<file path="src/rtl/param_stack_if.sv">
// Stack port bundle: control strobes and write data from the master, stack state back from the slave.
interface param_stack_if #(
    parameter int DATA_WIDTH = 32,
    parameter int ADDR_WIDTH = 4
);
    logic                  CLR;
    logic                  PUSH;
    logic                  POP;
    logic [DATA_WIDTH-1:0] Data_in;
    logic [DATA_WIDTH-1:0] Data_out;
    logic [ADDR_WIDTH-1:0] SP;
    logic [ADDR_WIDTH:0]   COUNT;
    logic                  EMPTY;
    logic                  FULL;
    logic                  OVF;
    logic                  UNF;

    modport master (
        output CLR, PUSH, POP, Data_in,
        input  Data_out, SP, COUNT, EMPTY, FULL, OVF, UNF
    );

    modport slave (
        input  CLR, PUSH, POP, Data_in,
        output Data_out, SP, COUNT, EMPTY, FULL, OVF, UNF
    );
endinterface

</file>
<file path="src/rtl/param_stack.sv">
// Parametrised LIFO stack with reject/wrap overflow policy, replace on push+pop and flush.
// Sticky OVF/UNF flags are built only when STACK_ERR_FLAGS_EN is defined.
module param_stack #(
    parameter int DATA_WIDTH   = 32,
    parameter int ADDR_WIDTH   = 4,
    parameter bit WRAP_ON_FULL = 1'b0
) (
    input logic         CLK,
    input logic         RST,
    param_stack_if.slave bus
);
    localparam int DEPTH = 2 ** ADDR_WIDTH;
    localparam logic [ADDR_WIDTH:0]   CNT_FULL = {1'b1, {ADDR_WIDTH{1'b0}}};
    localparam logic [ADDR_WIDTH:0]   CNT_ONE  = {{ADDR_WIDTH{1'b0}}, 1'b1};
    localparam logic [ADDR_WIDTH-1:0] SP_ONE   = {{(ADDR_WIDTH-1){1'b0}}, 1'b1};

    logic [DATA_WIDTH-1:0] mem [DEPTH];

    logic [ADDR_WIDTH-1:0] sp_q, sp_d, sp_inc, sp_dec, waddr;
    logic [ADDR_WIDTH:0]   count_q, count_d;
    logic [DATA_WIDTH-1:0] dout_q, dout_d;
    logic                  we, empty, full;

    assign empty  = (count_q == '0);
    assign full   = (count_q == CNT_FULL);
    assign sp_inc = sp_q + SP_ONE;
    assign sp_dec = sp_q - SP_ONE;

    always_comb begin
        sp_d    = sp_q;
        count_d = count_q;
        dout_d  = dout_q;
        we      = 1'b0;
        waddr   = sp_q;
        if (bus.CLR) begin
            sp_d    = '1;
            count_d = '0;
            dout_d  = '0;
        end else if (bus.PUSH && bus.POP && !empty) begin
            // Replace the top entry in place; pointer and occupancy hold.
            we     = 1'b1;
            dout_d = bus.Data_in;
        end else if (bus.PUSH) begin
            if (!full) begin
                sp_d    = sp_inc;
                count_d = count_q + CNT_ONE;
                we      = 1'b1;
                waddr   = sp_inc;
                dout_d  = bus.Data_in;
            end else if (WRAP_ON_FULL) begin
                // Advancing the pointer when full lands on the oldest entry.
                sp_d   = sp_inc;
                we     = 1'b1;
                waddr  = sp_inc;
                dout_d = bus.Data_in;
            end
        end else if (bus.POP && !empty) begin
            sp_d    = sp_dec;
            count_d = count_q - CNT_ONE;
            dout_d  = (count_q == CNT_ONE) ? '0 : mem[sp_dec];
        end
    end

    always_ff @(posedge CLK) begin
        if (!RST) begin
            sp_q    <= '1;
            count_q <= '0;
            dout_q  <= '0;
        end else begin
            sp_q    <= sp_d;
            count_q <= count_d;
            dout_q  <= dout_d;
        end
    end

    always_ff @(posedge CLK) begin
        if (RST && we) begin
            mem[waddr] <= bus.Data_in;
        end
    end

`ifdef STACK_ERR_FLAGS_EN
    logic ovf_q, ovf_d, unf_q, unf_d;

    always_comb begin
        ovf_d = ovf_q;
        unf_d = unf_q;
        if (bus.CLR) begin
            ovf_d = 1'b0;
            unf_d = 1'b0;
        end else begin
            if (bus.PUSH && full && !bus.POP) ovf_d = 1'b1;
            if (bus.POP && empty && !bus.PUSH) unf_d = 1'b1;
        end
    end

    always_ff @(posedge CLK) begin
        if (!RST) begin
            ovf_q <= 1'b0;
            unf_q <= 1'b0;
        end else begin
            ovf_q <= ovf_d;
            unf_q <= unf_d;
        end
    end

    assign bus.OVF = ovf_q;
    assign bus.UNF = unf_q;
`else
    assign bus.OVF = 1'b0;
    assign bus.UNF = 1'b0;
`endif

    assign bus.Data_out = dout_q;
    assign bus.SP       = sp_q;
    assign bus.COUNT    = count_q;
    assign bus.EMPTY    = empty;
    assign bus.FULL     = full;
endmodule

</file>
<file path="src/flat_wrapper.sv">
// flat-port wrapper written by rule: the top's interface ports become plain ports
module param_stack_flat 
#(
    parameter int DATA_WIDTH   = 32,
    parameter int ADDR_WIDTH   = 4,
    parameter bit WRAP_ON_FULL = 1'b0
)
  (CLK, RST, bus_CLR, bus_PUSH, bus_POP, bus_Data_in, bus_Data_out, bus_SP, bus_COUNT, bus_EMPTY, bus_FULL, bus_OVF, bus_UNF);
  param_stack_if #(.DATA_WIDTH(DATA_WIDTH), .ADDR_WIDTH(ADDR_WIDTH)) bus_i ();
  input logic CLK;
  input logic RST;
  input wire logic [$bits(bus_i.CLR)-1:0] bus_CLR;
  input wire logic [$bits(bus_i.PUSH)-1:0] bus_PUSH;
  input wire logic [$bits(bus_i.POP)-1:0] bus_POP;
  input wire logic [$bits(bus_i.Data_in)-1:0] bus_Data_in;
  output wire logic [$bits(bus_i.Data_out)-1:0] bus_Data_out;
  output wire logic [$bits(bus_i.SP)-1:0] bus_SP;
  output wire logic [$bits(bus_i.COUNT)-1:0] bus_COUNT;
  output wire logic [$bits(bus_i.EMPTY)-1:0] bus_EMPTY;
  output wire logic [$bits(bus_i.FULL)-1:0] bus_FULL;
  output wire logic [$bits(bus_i.OVF)-1:0] bus_OVF;
  output wire logic [$bits(bus_i.UNF)-1:0] bus_UNF;
  assign bus_i.CLR = bus_CLR;
  assign bus_i.PUSH = bus_PUSH;
  assign bus_i.POP = bus_POP;
  assign bus_i.Data_in = bus_Data_in;
  assign bus_Data_out = bus_i.Data_out;
  assign bus_SP = bus_i.SP;
  assign bus_COUNT = bus_i.COUNT;
  assign bus_EMPTY = bus_i.EMPTY;
  assign bus_FULL = bus_i.FULL;
  assign bus_OVF = bus_i.OVF;
  assign bus_UNF = bus_i.UNF;
  param_stack #(.DATA_WIDTH(DATA_WIDTH), .ADDR_WIDTH(ADDR_WIDTH), .WRAP_ON_FULL(WRAP_ON_FULL)) u_core (.CLK(CLK), .RST(RST), .bus(bus_i));
endmodule
</file>
<file path="config.mk">
export PLATFORM = sky130hd
export DESIGN_NAME = param_stack_flat
export DESIGN_NICKNAME = d
export VERILOG_FILES = /design/src/rtl/param_stack_if.sv /design/src/rtl/param_stack.sv /design/src/flat_wrapper.sv
export SDC_FILE = /design/constraint.sdc
export NUM_CORES = 1
export LEC_CHECK = 0
export ABC_AREA = 1
export BUFFER_PORTS_ARGS = -buffer_cell sky130_fd_sc_hd__buf_4
export CELL_PAD_IN_SITES_DETAIL_PLACEMENT = 1
export CELL_PAD_IN_SITES_GLOBAL_PLACEMENT = 2
export CORE_ASPECT_RATIO = 0.9
export CORE_MARGIN = 8
export CORE_UTILIZATION = 40
export CTS_BUF_LIST = sky130_fd_sc_hd__clkbuf_16
export DETAILED_ROUTE_END_ITERATION = 10
export GPL_TIMING_DRIVEN = 0
export PLACE_DENSITY = 0.8
export SLEW_MARGIN = 20
export SYNTH_ARGS = -nofsm -noshare
export SYNTH_HDL_FRONTEND = slang
export SYNTH_SLANG_ARGS = --single-unit
</file>
<file path="constraint.sdc">
create_clock -name CLK -period 4.8 [get_ports CLK]
set_input_delay 0.96 -clock CLK [delete_from_list [all_inputs] [get_ports CLK]]
set_output_delay 0.96 -clock CLK [all_outputs]
set_load 0.01 [all_outputs]
</file>
==> flow_summary.json, run 1 <==
{
  "dpl_cell_area_um2": 24500,
  "hp-class": "reg -> reg",
  "tightestPinTransition_ns": 1.04,
  "row_count": 82,
  "arrival_ns": 3.87,
  "synthToLayoutAreaGrowth_pct": 16.8,
  "cts.sinks": 553,
  "syn_area_per_cell_um2": 11.7,
  "gp_congestion": 0.791,
  "utilization_pct": 47.2,
  "seq_area_frac_synth_pct": 72.0,
  "ir_drop_mv": 0.333,
  "r2r_end": "u_core.mem[1][14]",
  "powerDensity_nw_per_um2": 413,
  "status": "complete, no violations",
  "required_ns": 5.11,
  "drtPass1Iterations": 7,
  "placedCellCount": 2770,
  "cts_setup_buffers": 0,
  "met3_usage_pct": 3.87,
  "ioPinCount": 82,
  "synth_top_area_cell": "edfxtp_1",
  "postSynthCellCount": 1918,
  "yosys_warnings": 0,
  "cts.path.max_buffers": 3,
  "synth.area.top_cells": "edfxtp_1, nand3_1, nand2_1, dfxtp_1, a21oi_1",
  "rsz0062_at_grt": "false",
  "final-seq-area_um2": 16200,
  "cts_made_buffers": 58,
  "synth_most_common_cell": "nand2_1",
  "hold_viol_final": 0,
  "nets": 2117,
  "fin_setup_tns_ns": 0,
  "use_met2_pct": 36.1,
  "synth_common_cells": "nand2_1, edfxtp_1, nand3_1, a21oi_1, buf_2",
  "multi_input_area_um2": 5610,
  "port_buffers": 79,
  "crit_path_max_fanout": 17,
  "met1_usage_pct": 29.6,
  "root_buffer": "clkbuf_16",
  "stdcell_area_um2": 26300,
  "ys_ff_latch": 553,
  "p_leak_nw": 9.47,
  "synth_cell_types": 33,
  "synth-edff-count": 512,
  "yosysTopAreaCellShare_pct": 68.4,
  "finalCritPeriodShare_pct": 74.2,
  "route.detailed.drc": 0,
  "cts_tree": "done",
  "worstSetupPathType": "reg -> reg",
  "n_fill_cell": 5936,
  "grt_pass1_wl_mm": 106,
  "drive_above_1_share_pct": 14.0,
  "fin_crit_ns": 3.56,
  "hold_buffers": 0,
  "htree_levels": 2,
  "clk_pin_slew_ns": 0.07,
  "worstHoldStart": "u_core.bus.Data_out[19]",
  "synthArstFlopShare_pct": 0,
  "dieArea_um2": 64100,
  "reg2reg_depth": 11,
  "die_h_um": 241,
  "die_x_um": 266,
  "ctsResizeCount": 0,
  "grt_max_degree": 21,
  "wl_mm": 71.4,
  "whs_path_depth": 2,
  "min_to": "u_core.bus.Data_out[19]",
  "start_kind": "flop",
  "drt_iter0_drc": 1422,
  "ant_nets": 0,
  "rrSetupSlack_ns": 1.24,
  "max_cap_violations": 0,
  "r2r_start": "u_core.bus.SP[0]",
  "final_cells": 2881,
  "grt_pass1_vias": 16700,
  "antenna_found_initial": 4,
  "final-max-slew-violation-count": 0,
  "max_freq_mhz": 281,
  "wire_per_inst_um": 24.8,
  "fp.coreArea_um2": 55600,
  "dp_hpwl_mm": 48.6,
  "clock_latency_ns": 0.63,
  "finClkSkew_ns": 0.0273,
  "post_drt_via_cell_ratio": 5.55,
  "finalPower_w": 0.0108,
  "start_util_pct": 40.4,
  "grt_usage_pct": 22.0,
  "setup-violations-final": 0,
  "top_usage_layer": "met2",
  "synth_area_um2": 22500,
  "synth_ff_type": "edfxtp_1",
  "vias": 16000,
  "maxSlewHeadroom_pct": 31.0,
  "crit_path_end_kind": "flop",
  "grt-ovfl-total": 0
}
==> sequential cells by signal, summed over array words and instances (netlist names) <==
| name | flops |
|---|---|
| u_core.bus.COUNT | 5 |
| u_core.bus.Data_out | 32 |
| u_core.mem | 512 |
| u_core.bus.SP | 4 |
==> critical path, stage by stage, from the launching register on <==
cell     delay [ns]
dfxtp_1        0.37
buf_4          0.24
inv_4          0.12
buf_4          0.22
buf_4          0.22
ha_1           0.44
nand2_1        0.11
o21ai_1        0.10
o21ai_2        0.25
nand2_2        0.19
nor2_4         0.65
buf_12         0.27
==> per-stage QoR <==
stage	hold slack, ns	setup slack, ns
detailed placement	0.528	1.27
floorplan	0.553	1.29
global route	0.587	1.09
CTS	0.550	1.23
global placement	0.528	-0.859
finish	0.548	1.24
==> worst max-delay path by stage <==
| stage | from | endpoint | slack, ns | cells after the start |
|---|---|---|---|---|
| finish | u_core.bus.SP[0] | u_core.mem[1][14] | 1.24 | 11 |
| global route | u_core.bus.SP[0] | u_core.bus.Data_out[18] | 1.09 | 13 |
| CTS | u_core.bus.SP[0] | u_core.mem[1][14] | 1.23 | 11 |
| detailed placement | u_core.bus.SP[0] | u_core.mem[1][12] | 1.27 | 11 |
| global placement | u_core.bus.SP[0] | u_core.mem[1][12] | -0.86 | 10 |
| floorplan | u_core.bus.SP[0] | u_core.mem[13][0] | 1.29 | 10 |
==> cells by family after synthesis <==
group / Yosys count / synth area share (%)
AND/OR/NAND/NOR: 1089 / 21.2
flip-flops: 553 / 72.0
buffers and inverters: 149 / 3.58
AO/OA/AOI/OAI: 117 / 2.70
adder cells (fa/ha/maj): 6 / 0.334
XOR/XNOR: 3 / 0.117
other: 1 / 0.0167
==> power breakdown <==
| part | internal, W | switching [W] | leakage (nW) | total, W |
|---|---|---|---|---|
| clock network | 0.00227 | 0.00191 | 0.925 | 0.00418 |
| registers | 0.00532 | 0.0000282 | 4.94 | 0.00535 |
| logic | 0.000365 | 0.000938 | 3.60 | 0.00130 |
==> layout make-up <==
| type | count | share of cell area, % |
|---|---|---|
| clock inverters | 51 | 0.996 |
| inverters | 25 | 0.367 |
| clock buffers | 59 | 5.62 |
| diodes | 1 | 0.00953 |
| well taps | 756 | 3.60 |
| multi-input cells | 1217 | 21.4 |
| flip-flops and latches | 553 | 61.7 |
| plain buffers | 124 | 2.70 |
| repair buffers | 95 | 3.65 |
==> layout by cell type, fill, tap and decap left out, drive strengths merged, types with 2 or more instances in the layout <==
master,count
clkinv,29
o21ai,41
conb,2
dfxtp,41
nand2,574
o22ai,2
xor2,2
clkbuf,89
nor2,22
nand3,490
edfxtp,512
nand4,3
ha,6
a21oi,69
buf,189
inv,45
==> per-layer routing <==
metal | share of wire [%] | up-vias
li1 | - | 7139
met1 | 43 | 8144
met2 | 47 | 587
met3 | 7.1 | 121
met4 | 2.8 | 0
met5 | 0 | -
Power figures use the tool's default switching activity.
==> inputs of run 2 (changes only) <==
==> constraint.sdc (replaced) <==
create_clock -name CLK -period 3.4 [get_ports CLK]
set_input_delay 0.68 -clock CLK [delete_from_list [all_inputs] [get_ports CLK]]
set_output_delay 0.68 -clock CLK [all_outputs]
set_load 0.01 [all_outputs]
==> run 2 against run 1 <==
Net effect: fmax grew 11%; largest cell class unchanged; utilization grew 0.67 points; clock power is 41% higher; global-route usage grew 0.23 points; combinational power is 43% higher; clock skew fell by 0.0011 ns; setup slack got worse by 1.0 ns; final cell count rose by 0.76%; highest routed layer unchanged; critical path type unchanged; routed wire length is 0.79% higher.
==> flow_summary.json, run 2 (same netlist as run 1, synthesis figures left out) <==
{
  "status": "complete, no violations",
  "p_clk_share_pct": 38.6,
  "grt_usage_pct": 22.2,
  "die_x_um": 266,
  "route.detailed.drc": 0,
  "grt_max_degree": 21,
  "dpl_cell_area_um2": 24500,
  "tightestPinTransition_ns": 1.07,
  "ir_drop_mv": 0.480,
  "dieArea_um2": 64100,
  "grt_pass1_wl_mm": 107,
  "hold_buffers": 0,
  "stdcell_area_um2": 26600,
  "wire_per_inst_um": 24.8,
  "fin_ws_ns": 0.204,
  "arrival_ns": 3.70,
  "drtPass1Iterations": 5,
  "max_freq_mhz": 313,
  "slowest_stage": "clkdlybuf4s15_2",
  "finalCritPeriodShare_pct": 94.0,
  "wl_mm": 72.0,
  "row_count": 82,
  "swShare_pct": 26.5,
  "grt-ovfl-total": 0,
  "nets": 2139,
  "ant_nets": 0,
  "gp_congestion": 0.791,
  "fp.coreArea_um2": 55600,
  "n_fill_cell": 5918,
  "power.switching_w": 0.00406,
  "die_h_um": 241,
  "cts.path.max_buffers": 3,
  "final-seq-area_um2": 16200,
  "utilization_pct": 47.9,
  "cts.sinks": 553,
  "cts_tree": "done",
  "ioPinCount": 82,
  "clock_latency_ns": 0.63,
  "final-max-slew-violation-count": 0,
  "drive_above_1_share_pct": 15.9,
  "hold_viol_final": 0,
  "seq_power_share_pct": 49.3,
  "clk_pin_slew_ns": 0.07,
  "post_drt_via_cell_ratio": 5.56,
  "dp_hpwl_mm": 48.6,
  "finalPower_w": 0.0153,
  "crit_path_end_kind": "flop",
  "regMostFlops": "u_core.mem",
  "drt_iter0_drc": 1361,
  "rsz0062_at_grt": "false",
  "finClkSkew_ns": 0.0262,
  "cpLargestDelayFamily": "buffers and inverters",
  "start_util_pct": 40.4,
  "root_buffer": "clkbuf_16",
  "layout_commonest_cell": "nand2_1",
  "antenna_found_initial": 3,
  "fin_crit_ns": 3.20,
  "combPwrFrac_pct": 12.1,
  "powerDensity_nw_per_um2": 575,
  "multi_input_area_um2": 5610,
  "grt_pass1_vias": 16700,
  "pre_cts_ws_ns": -0.130,
  "setup-violations-final": 0,
  "p_leak_nw": 9.68,
  "hp-class": "in -> reg",
  "crit_path_max_fanout": 10,
  "start_kind": "flop",
  "intPower_w": 0.0113,
  "critPathBufInv": 7,
  "holdWs_ns": 0.368,
  "cp_common_cell": "nand3_1",
  "maxSlewHeadroom_pct": 29.0,
  "synthToLayoutAreaGrowth_pct": 18.4,
  "vias": 16100,
  "required_ns": 3.90,
  "worstSetupPathType": "reg -> reg",
  "crit_chain": "buf_4 -> inv_4 -> buf_4 -> buf_4 -> ha_1 -> inv_1 -> buf_2 -> clkdlybuf4s15_2 -> nand3_1 -> nand3_1 -> nand3_1 -> nand3_1 -> a21oi_1",
  "cts_made_buffers": 58,
  "max_cap_violations": 0,
  "port_buffers": 79,
  "largest_reg_flops": 512,
  "htree_levels": 2,
  "layout_common_cells": "nand2_1, edfxtp_1, nand3_1, buf_4, a21oi_1",
  "cpPeakStageDelay_ns": 0.52
}
-- run 2: cell type report --
type	instances	area share, %
repair buffers	118	4.90
diodes	1	0.00940
inverters	25	0.362
well taps	756	3.55
clock inverters	51	0.982
plain buffers	123	2.77
multi-input cells	1217	21.1
flip-flops and latches	553	60.8
clock buffers	59	5.54
-- run 2: stage by stage --
step	setup TNS, ns	cells
after floorplan	-39.44	1919
after global placement	-1027.54	2754
after detailed placement	-13.39	2770
after CTS	0	2895
after global routing	0	2902
final	0	2903
-- run 2: path summary, 6_finish.rpt --
path	depth (start not counted)	from	end	slack, ns
worst max-delay path	13	u_core.bus.SP[0]	u_core.bus.Data_out[8]	0.20
worst min-delay path	1	bus_Data_in[7]	u_core.mem[14][7]	0.37
worst max register to register	13	u_core.bus.SP[0]	u_core.bus.Data_out[8]	0.20
worst min register to register	2	u_core.bus.Data_out[22]	u_core.bus.Data_out[22]	0.54
-- run 2: power groups by stage --
stage	clock [W]	combinational (W)	sequential (W)
2_1_floorplan	0	0.000983	0.00771
3_3_place_gp	0	0.00174	0.00770
3_5_place_dp	0	0.00183	0.00769
4_1_cts	0.00599	0.00186	0.00755
5_1_grt	0.00622	0.00202	0.00756
6_report	0.00591	0.00186	0.00755
-- run 2: layer usage --
layer | routed length, um | up-vias | GRT usage (%)
li1 | - | 7182 | -
met3 | 5010 | 124 | 4.01
met4 | 2120 | 0 | 7.54
met2 | 33900 | 593 | 36.4
met1 | 31000 | 8233 | 29.8
met5 | 0 | - | 0
-- run 2: timing repair --
action / CTS / global route
setup endpoints to repair: 296 / 88
pin swaps: 16 / 3
resized for setup: 8 / 27
setup buffers: 16 / 7
==> inputs of run 3 (changes only) <==
--- a/config.mk
+++ b/config.mk
@@ -16,6 +16,7 @@
 export DETAILED_ROUTE_END_ITERATION = 10
 export GPL_TIMING_DRIVEN = 0
 export PLACE_DENSITY = 0.8
+export REMOVE_ABC_BUFFERS = 1
 export SLEW_MARGIN = 20
 export SYNTH_ARGS = -nofsm -noshare
 export SYNTH_HDL_FRONTEND = slang
==> constraint.sdc (replaced) <==
create_clock -name CLK -period 3.58 [get_ports CLK]
set_input_delay 0.716 -clock CLK [delete_from_list [all_inputs] [get_ports CLK]]
set_output_delay 0.716 -clock CLK [all_outputs]
set_load 0.01 [all_outputs]
==> run 3 against run 2 <==
Net effect: design area is 0.90% higher; clock skew fell by 0.0054 ns; hold slack improved by 0.048 ns; sequential share of layout area shrank 0.53 points; clock-buffer cell count is the same; critical path type unchanged.
==> flow_summary.json, run 3 (same netlist as run 1, synthesis figures left out) <==
{
  "top_usage_layer": "met2",
  "grt_max_degree": 81,
  "fin_ws_ns": 0.142,
  "root_buffer": "clkbuf_16",
  "regMostFlops": "u_core.mem",
  "htree_levels": 2,
  "layout_common_cells": "nand2_1, edfxtp_1, nand3_1, buf_4, a21oi_1",
  "crit_path_max_fanout": 52,
  "ioPinCount": 82,
  "setup-violations-final": 0,
  "clock_latency_ns": 0.62,
  "cts.sinks": 553,
  "ir_drop_mv": 0.336,
  "final-max-slew-violation-count": 0,
  "use_met2_pct": 37.1,
  "intPower_w": 0.0111,
  "vias": 15400,
  "max_cap_violations": 0,
  "wire_per_inst_um": 24.6,
  "required_ns": 3.89,
  "cts_made_buffers": 57,
  "maxSlewHeadroom_pct": 25.7,
  "layout_commonest_cell": "nand2_1",
  "combPwrFrac_pct": 11.5,
  "grt_pass1_vias": 16100,
  "tightestPinTransition_ns": 1.11,
  "final_cells": 2808,
  "synthToLayoutAreaGrowth_pct": 19.5,
  "finClkSkew_ns": 0.0208,
  "grt_pass1_wl_mm": 102,
  "n_fill_cell": 5765,
  "powerDensity_nw_per_um2": 548,
  "critPathLaunch": "u_core.bus.SP[0]",
  "rsz0062_at_grt": "false",
  "start_kind": "flop",
  "fp.coreArea_um2": 55600,
  "holdWs_ns": 0.416,
  "final-seq-area_um2": 16200,
  "dp_hpwl_mm": 36.7,
  "pre_cts_ws_ns": -1.37,
  "drtPass1Iterations": 5,
  "route.detailed.drc": 0,
  "wl_mm": 69.0,
  "grt-ovfl-total": 0,
  "hold_viol_final": 0,
  "dieArea_um2": 64100,
  "multi_input_area_um2": 5660,
  "cts.path.max_buffers": 3,
  "drive_above_1_share_pct": 13.3,
  "die_h_um": 241,
  "ant_nets": 0,
  "status": "complete, no violations",
  "max_freq_mhz": 291,
  "hold_buffers": 0,
  "port_buffers": 79,
  "die_x_um": 266,
  "cts_tree": "done",
  "seq_power_share_pct": 48.7,
  "grt_usage_pct": 21.1,
  "clk_pin_slew_ns": 0.06,
  "antenna_found_initial": 3,
  "row_count": 82,
  "arrival_ns": 3.75,
  "finalCritPeriodShare_pct": 96.0,
  "gp_congestion": 0.714,
  "met1_usage_pct": 26.0,
  "hp-class": "in -> reg",
  "nets": 2045,
  "r2r_start": "u_core.bus.SP[0]",
  "crit_path_end_kind": "flop",
  "worstHoldStart": "bus_Data_in[10]",
  "p_leak_nw": 9.63,
  "worstSetupPathType": "reg -> reg",
  "drt_iter0_drc": 1165,
  "swShare_pct": 24.9,
  "power.switching_w": 0.00366,
  "met3_usage_pct": 3.65,
  "p_clk_share_pct": 39.7,
  "fin_crit_ns": 3.44,
  "largest_reg_flops": 512,
  "post_drt_via_cell_ratio": 5.49,
  "start_util_pct": 40.4,
  "placedCellCount": 2673
}
==> run 3: cell type report <==
type | count | area share [%]
flip-flops and latches | 553 | 60.3
multi-input cells | 1217 | 21.0
repair buffers | 147 | 7.78
clock buffers | 59 | 5.49
well taps | 756 | 3.52
clock inverters | 48 | 1.34
inverters | 25 | 0.480
repair inverters | 1 | 0.0326
diodes | 2 | 0.0186
==> run 3: path summary, 6_finish.rpt <==
path	to	slack, ns	cells after the start
worst max-delay path	u_core.mem[2][1]	0.14	12
worst min-delay path	u_core.mem[3][10]	0.42	1
worst max register to register	u_core.mem[2][1]	0.14	12
worst min register to register	u_core.bus.Data_out[14]	0.55	2
==> run 3: routing by layer <==
metal	up-vias	routed length, um
li1	7000	-
met1	7868	28600
met2	410	34600
met3	134	3480
met4	2	2310
met5	-	11
==> run 3: worst max-delay path, stage by stage, from the launching register on <==
cell and delay (ns):
dfxtp_4 0.37, buf_16 0.21, buf_16 0.26, inv_16 0.13, buf_16 0.23, ha_4 0.37, nand2_1 0.07, o21ai_1 0.14
o21ai_2 0.15, inv_2 0.10, nand2_2 0.16, nor2_4 0.61, buf_16 0.24
==> run 3: power by group through the flow <==
stage,clock [W],combinational (W),sequential (W)
floorplan,0,0.000850,0.00736
global placement,0,0.00149,0.00738
detailed placement,0,0.00158,0.00732
CTS,0.00595,0.00168,0.00717
global route,0.00618,0.00185,0.00718
finish,0.00585,0.00170,0.00717
==> run 3: per-stage QoR <==
stage               util, %  setup TNS, ns  instance area (um^2)  total power [W]
floorplan                 -       -4583.38                 21800          0.00821
global placement       41.9              -                 23300          0.00887
detailed placement     44.3        -561.60                 24600          0.00890
CTS                    48.1              0                 26700           0.0148
global route           48.3              0                 26900           0.0152
finish                 48.3              0                 26900           0.0147
==> run 3: repair_timing <==
item | in CTS | in global routing
buffers inserted | 11 | 9
cloned | 4 | 2
gates resized for setup | 3 | 0
pin swaps | 6 | 6
endpoints found under the setup margin | 545 | 177
